### src/rtl/line_raster_engine_if.sv
// line_raster_engine_if: command, status and framebuffer write bundle
// between the edge sequencer, the rasteriser and the framebuffer port.
interface line_raster_engine_if #(
   parameter int COORD_W = 8,
   parameter int COLOR_W = 8
);
   logic                   start;
   logic [COORD_W-1:0]     x0;
   logic [COORD_W-1:0]     y0;
   logic [COORD_W-1:0]     x1;
   logic [COORD_W-1:0]     y1;
   logic [COLOR_W-1:0]     color;
   logic                   busy;
   logic                   done;
   logic [2*COORD_W-1:0]   fb_addr;
   logic [COLOR_W-1:0]     fb_data;
   logic                   w_en;
   logic                   w_ready;

   modport master (
      output start, x0, y0, x1, y1, color, w_ready,
      input  busy, done, fb_addr, fb_data, w_en
   );

   modport slave (
      input  start, x0, y0, x1, y1, color, w_ready,
      output busy, done, fb_addr, fb_data, w_en
   );
endinterface

### src/rtl/line_raster_engine.sv
// line_raster_engine: Bresenham rasteriser for all eight octants,
// one framebuffer write per pixel, honouring write backpressure.
module line_raster_engine #(
   parameter int COORD_W = 8,
   parameter int COLOR_W = 8
) (
   input  logic clk,
   input  logic rst,
   line_raster_engine_if.slave bus
);
   localparam int ADDR_W = 2 * COORD_W;
   localparam int D_W    = COORD_W + 1;
   localparam int E_W    = COORD_W + 2;

   typedef enum logic [1:0] {IDLE, SETUP, DRAW, DONE} state_t;

   state_t state, state_nxt;

   logic [COORD_W-1:0]    x0_q, y0_q, x1_q, y1_q;
   logic [COORD_W-1:0]    cur_x, cur_y;
   logic [COLOR_W-1:0]    color_q;
   logic [D_W-1:0]        dx, dy;
   logic                  sx_pos, sy_pos;
   logic signed [E_W-1:0] err;

   logic [D_W-1:0]        dx_init, dy_init;
   logic signed [E_W-1:0] err_init;
   logic signed [E_W:0]   e2, dx_s, dy_s;
   logic signed [E_W-1:0] dx_term, dy_term, err_nxt;
   logic                  step_x, step_y;
   logic                  draw, accept, last;
   logic [ADDR_W-1:0]     addr;

   assign draw   = (state == DRAW);
   assign accept = draw && bus.w_ready;
   assign last   = (cur_x == x1_q) && (cur_y == y1_q);
   assign addr   = {cur_x, cur_y};

   always_comb begin
      dx_init  = (x1_q >= x0_q) ? D_W'(x1_q - x0_q) : D_W'(x0_q - x1_q);
      dy_init  = (y1_q >= y0_q) ? D_W'(y1_q - y0_q) : D_W'(y0_q - y1_q);
      err_init = $signed({1'b0, dx_init}) - $signed({1'b0, dy_init});
   end

   // e2 needs one extra bit over err; the err update itself cannot overflow
   always_comb begin
      e2      = $signed({err, 1'b0});
      dx_s    = $signed({2'b00, dx});
      dy_s    = $signed({2'b00, dy});
      step_x  = (e2 >= -dy_s);
      step_y  = (e2 <= dx_s);
      dy_term = step_x ? $signed({1'b0, dy}) : '0;
      dx_term = step_y ? $signed({1'b0, dx}) : '0;
      err_nxt = err - dy_term + dx_term;
   end

   always_ff @(posedge clk) begin
      if (rst) state <= IDLE;
      else     state <= state_nxt;
   end

   always_comb begin
      state_nxt = state;
      unique case (state)
         IDLE:    if (bus.start) state_nxt = SETUP;
         SETUP:   state_nxt = DRAW;
         DRAW:    if (accept && last) state_nxt = DONE;
         DONE:    state_nxt = IDLE;
         default: state_nxt = IDLE;
      endcase
   end

   always_ff @(posedge clk) begin
      if (rst) begin
         x0_q    <= '0;
         y0_q    <= '0;
         x1_q    <= '0;
         y1_q    <= '0;
         color_q <= '0;
         cur_x   <= '0;
         cur_y   <= '0;
         dx      <= '0;
         dy      <= '0;
         sx_pos  <= 1'b0;
         sy_pos  <= 1'b0;
         err     <= '0;
      end else begin
         unique case (state)
            IDLE: if (bus.start) begin
               x0_q    <= bus.x0;
               y0_q    <= bus.y0;
               x1_q    <= bus.x1;
               y1_q    <= bus.y1;
               color_q <= bus.color;
            end
            SETUP: begin
               dx     <= dx_init;
               dy     <= dy_init;
               sx_pos <= (x0_q < x1_q);
               sy_pos <= (y0_q < y1_q);
               err    <= err_init;
               cur_x  <= x0_q;
               cur_y  <= y0_q;
            end
            // the endpoint check keeps cur from ever stepping past it
            DRAW: if (accept && !last) begin
               err <= err_nxt;
               if (step_x)
                  cur_x <= sx_pos ? cur_x + COORD_W'(1) : cur_x - COORD_W'(1);
               if (step_y)
                  cur_y <= sy_pos ? cur_y + COORD_W'(1) : cur_y - COORD_W'(1);
            end
            default: ;
         endcase
      end
   end

   assign bus.busy    = (state == SETUP) || draw;
   assign bus.done    = (state == DONE);
   assign bus.w_en    = draw;
   assign bus.fb_addr = addr;
   assign bus.fb_data = color_q;
endmodule

### src/flat_wrapper.sv
// flat-port wrapper written by rule: the top's interface ports become plain ports
module line_raster_engine_flat 
#(
   parameter int COORD_W = 8,
   parameter int COLOR_W = 8
)
  (clk, rst, bus_start, bus_x0, bus_y0, bus_x1, bus_y1, bus_color, bus_w_ready, bus_busy, bus_done, bus_fb_addr, bus_fb_data, bus_w_en);
  line_raster_engine_if #(.COORD_W(COORD_W), .COLOR_W(COLOR_W)) bus_i ();
  input  logic clk;
  input  logic rst;
  input wire logic [$bits(bus_i.start)-1:0] bus_start;
  input wire logic [$bits(bus_i.x0)-1:0] bus_x0;
  input wire logic [$bits(bus_i.y0)-1:0] bus_y0;
  input wire logic [$bits(bus_i.x1)-1:0] bus_x1;
  input wire logic [$bits(bus_i.y1)-1:0] bus_y1;
  input wire logic [$bits(bus_i.color)-1:0] bus_color;
  input wire logic [$bits(bus_i.w_ready)-1:0] bus_w_ready;
  output wire logic [$bits(bus_i.busy)-1:0] bus_busy;
  output wire logic [$bits(bus_i.done)-1:0] bus_done;
  output wire logic [$bits(bus_i.fb_addr)-1:0] bus_fb_addr;
  output wire logic [$bits(bus_i.fb_data)-1:0] bus_fb_data;
  output wire logic [$bits(bus_i.w_en)-1:0] bus_w_en;
  assign bus_i.start = bus_start;
  assign bus_i.x0 = bus_x0;
  assign bus_i.y0 = bus_y0;
  assign bus_i.x1 = bus_x1;
  assign bus_i.y1 = bus_y1;
  assign bus_i.color = bus_color;
  assign bus_i.w_ready = bus_w_ready;
  assign bus_busy = bus_i.busy;
  assign bus_done = bus_i.done;
  assign bus_fb_addr = bus_i.fb_addr;
  assign bus_fb_data = bus_i.fb_data;
  assign bus_w_en = bus_i.w_en;
  line_raster_engine #(.COORD_W(COORD_W), .COLOR_W(COLOR_W)) u_core (.clk(clk), .rst(rst), .bus(bus_i));
endmodule
### config.mk
export PLATFORM = sky130hd
export DESIGN_NAME = line_raster_engine_flat
export DESIGN_NICKNAME = d
export VERILOG_FILES = /design/src/rtl/line_raster_engine_if.sv /design/src/rtl/line_raster_engine.sv /design/src/flat_wrapper.sv
export SDC_FILE = /design/constraint.sdc
export NUM_CORES = 1
export LEC_CHECK = 0
export BUFFER_PORTS_ARGS = -buffer_cell sky130_fd_sc_hd__buf_4
export CELL_PAD_IN_SITES_DETAIL_PLACEMENT = 0
export CELL_PAD_IN_SITES_GLOBAL_PLACEMENT = 1
export CORE_MARGIN = 3
export CORE_UTILIZATION = 45
export CTS_CLUSTER_DIAMETER = 80
export DETAILED_ROUTE_END_ITERATION = 8
export PLACE_DENSITY = 0.84
export SKIP_CTS_REPAIR_TIMING = 1
export SLEW_MARGIN = 5
export SYNTH_ARGS = -nofsm -noshare
export SYNTH_HDL_FRONTEND = slang
export SYNTH_SLANG_ARGS = --single-unit
### constraint.sdc
create_clock -name clk -period 5.3 [get_ports clk]
set_clock_uncertainty 0.1 [all_clocks]
set_input_delay 0.265 -clock clk [delete_from_list [all_inputs] [get_ports clk]]
set_output_delay 0.265 -clock clk [all_outputs]
set_load 0.1 [all_outputs]
==> results.md <==
* Synthesis Warnings at 0
* CP Class: reg2reg
* Critical path required time at 5.47 ns
* Die span in x at 133 µm
* Maximum capacitance violations at 0
* Largest net degree at the start of global routing at 83
* HP Class: in2reg
* Final Hold Viols at 0
* Tmin final at 4.64 ns
* Async S/R FF share, synth at 0%
* CTS sink count at 88
* Share of cells above drive strength 1 at 10.6%
* Initial antenna violation count at 0
* Hold Crit Depth at 3
* Grt ovf at 0
* WL/cell at 16.1 µm
* DRC at 0
* Port Buffers at 70
* DP Wirelength at 14,700 µm
* Period utilization at 87.5%
* # setup viols final at 0
* Clock Path Buffers at 2
* Htree depth at 3
* HP Start: bus_x0[3]
* Layer with the highest usage: met2
* Gpl congestion at 0.926
* Worst Slack Setup Final at 0.664 ns
* DR pass1 iterations at 4
* Mean area per synthesized cell at 7.81 µm²
* Met3 usage at 4.30%
* Initial DRC count at 353
* Die area at 17,700 µm²
* Nets at 1,125
* Footprint of the multi-input gates at 4980 µm²
* DP Worst Slack at 0.695 ns
* Seq/Total Area, Yosys at 24.3%
* Register area at 1760 µm²
* Crit path max fanout at 7
* Vias in the first global route at 5,982
* Worst Setup End Kind: register
* #FFs+latches synth at 88
* Area Growth Syn to Fin at 13.6%
* Total CTS buffers at 9
* Met1 Use GR at 30.0%
* Worst Reg-to-Reg Cells at 20
* Num rows at 45
* Dominant synthesized flop cell: dfxtp_1
* Mapped Cells at 930
* Clk_lat worst skew at 0.36 ns
* Most common cell after layout, fill and taps aside: nand2_1
* Critical Path AT at 4.81 ns
* Status: completed
* CTS tree: built
* Max-slew violation count at 0
* Most frequent cells in the layout: nand2_1 (129), inv_1 (93), a21oi_1 (92)
* Fmax at 216 MHz
* Yosys cell types at 63
* EDFF count, synth at 0
* Synth Cell Area at 7260 µm²
* Total routed wirelength at 19,200 µm
* Via Count at 6,367
* RSZ-0062 raised after global routing: no
* Slew HR at 14.7%
* CP startpoint kind: register
* Via density at 5.34
* First-pass GRT wire length at 31,300 µm
* Met2 Use GR at 36.3%
* Worst Tran Pin Value at 1.27 ns
* Setup TNS at 0 ns
* Die Height at 133 µm
* Fill cell count at 1,540
* Routed Antenna Nets at 0
* CTS clk-pin slew, worst paths at 0.07 ns
* Critical R2R Launch: u_core.dy[2]
* CTS root buf: clkbuf_16
* GR Util All Layers at 22.0%
* CORE AREA at 15,500 µm²
* Number of antenna repair diodes at 0
* Initial Util at 46.9%
* Syn Nets at 1,077
* # IOs at 71
* Worst Setup SP: u_core.dy[2]
==> synthesized netlist by cell type, types with 2 or more instances <==
library cell / number / area (µm²)
dfxtp_1: 88 / 1760
a211oi_1: 24 / 180
a21oi_1: 92 / 460
mux2i_1: 20 / 200
o2111ai_1: 3 / 26.3
buf_6: 2 / 22.5
nor3b_1: 3 / 22.5
nor2_1: 71 / 267
nand2b_1: 5 / 31.3
and3_1: 5 / 31.3
o211ai_1: 8 / 60.1
o211a_1: 2 / 20.0
o21a_1: 6 / 45.0
mux2_2: 3 / 33.8
nand4_1: 9 / 56.3
o21ai_1: 6 / 30.0
nor2b_1: 12 / 75.1
nor3_1: 20 / 100
fa_1: 16 / 320
o21ai_0: 24 / 120
buf_1: 5 / 18.8
nand3b_1: 4 / 30.0
nand2_1: 129 / 484
a21o_1: 18 / 135
o41ai_1: 3 / 26.3
ha_1: 87 / 1090
o22ai_1: 2 / 12.5
buf_2: 6 / 30.0
nor4_1: 6 / 37.5
a31oi_1: 3 / 18.8
and2_1: 15 / 93.8
a2111oi_0: 4 / 35.0
or3_1: 3 / 18.8
xor2_1: 15 / 131
nand3_1: 13 / 65.1
o21bai_1: 6 / 45.0
clkbuf_1: 26 / 97.6
inv_1: 93 / 349
xnor2_1: 45 / 394
a211o_1: 5 / 43.8
==> flip-flops by register name (all words and copies together), names as in the netlist <==
signal,count
u_core.err,10
u_core.dx,9
u_core.dy,9
u_core.bus.fb_data,8
u_core.cur_x,8
u_core.cur_y,8
u_core.x0_q,8
u_core.x1_q,8
u_core.y0_q,8
u_core.y1_q,8
u_core.state,2
u_core.sx_pos,1
u_core.sy_pos,1
==> layer usage <==
layer	share of wire, %	wire length, µm
met5	0	0
met4	0.92	176
met3	3.3	642
met2	47	8990
met1	49	9350
==> area by class of cell <==
class / count / area share (%)
clock buffer: 9 / 2.73
clock inverter: 6 / 1.14
inverter: 94 / 4.28
multi-input combinational: 709 / 60.4
sequential: 88 / 21.4
tap: 211 / 3.20
timing repair buffer: 76 / 6.92
==> logic make-up after synthesis <==
| group | count (synthesis) | share of synthesized area (%) |
|---|---|---|
| AOI/OAI and AO/OA | 224 | 20.1 |
| xor gates and xnor gates | 60 | 7.24 |
| adders and majority gates | 103 | 19.4 |
| buffers and inverters | 133 | 7.18 |
| DFF | 88 | 24.3 |
| muxes | 24 | 3.43 |
| and+or+nand+nor | 298 | 18.4 |
==> per-stage QoR <==
step / area, µm² / std cells / hold slack, ns / util (%)
floorplan: 7260 / 930 / 0.301 / -
global placement: 7930 / 1178 / 0.343 / 51.2
detailed placement: 7930 / 1178 / 0.350 / 51.2
CTS: 8250 / 1193 / 0.0426 / 53.3
global route: 8250 / 1193 / 0.0514 / 53.3
finish: 8250 / 1193 / 0.0474 / 53.3
==> final timing paths <==
| kind | to | slack, ns |
|---|---|---|
| max | u_core.err[8] | 0.66 |
| min | u_core.x0_q[3] | 0.05 |
| max reg2reg | u_core.err[8] | 0.66 |
| min reg2reg | u_core.bus.fb_data[4] | 0.35 |
==> worst max-delay path, cell delays in order, from the launching register on <==
cell       delay (ns)
dfxtp_1          0.36
nor4_1           0.36
nand2_1          0.17
nor3_1           0.20
xor2_1           0.19
ha_1             0.26
o21ai_0          0.16
nand2_1          0.07
o21ai_0          0.18
nor2_1           0.18
and2_1           0.22
fa_1             0.50
inv_1            0.04
ha_1             0.33
nor2b_1          0.16
o2111ai_1        0.18
nand4b_1         0.16
o31ai_1          0.27
xnor2_1          0.15
o21ai_0          0.09
a211oi_1         0.23
Power is left out: the tool's default activity adds up to more than one toggle a clock period on the data nets, which glitch-free logic cannot reach.
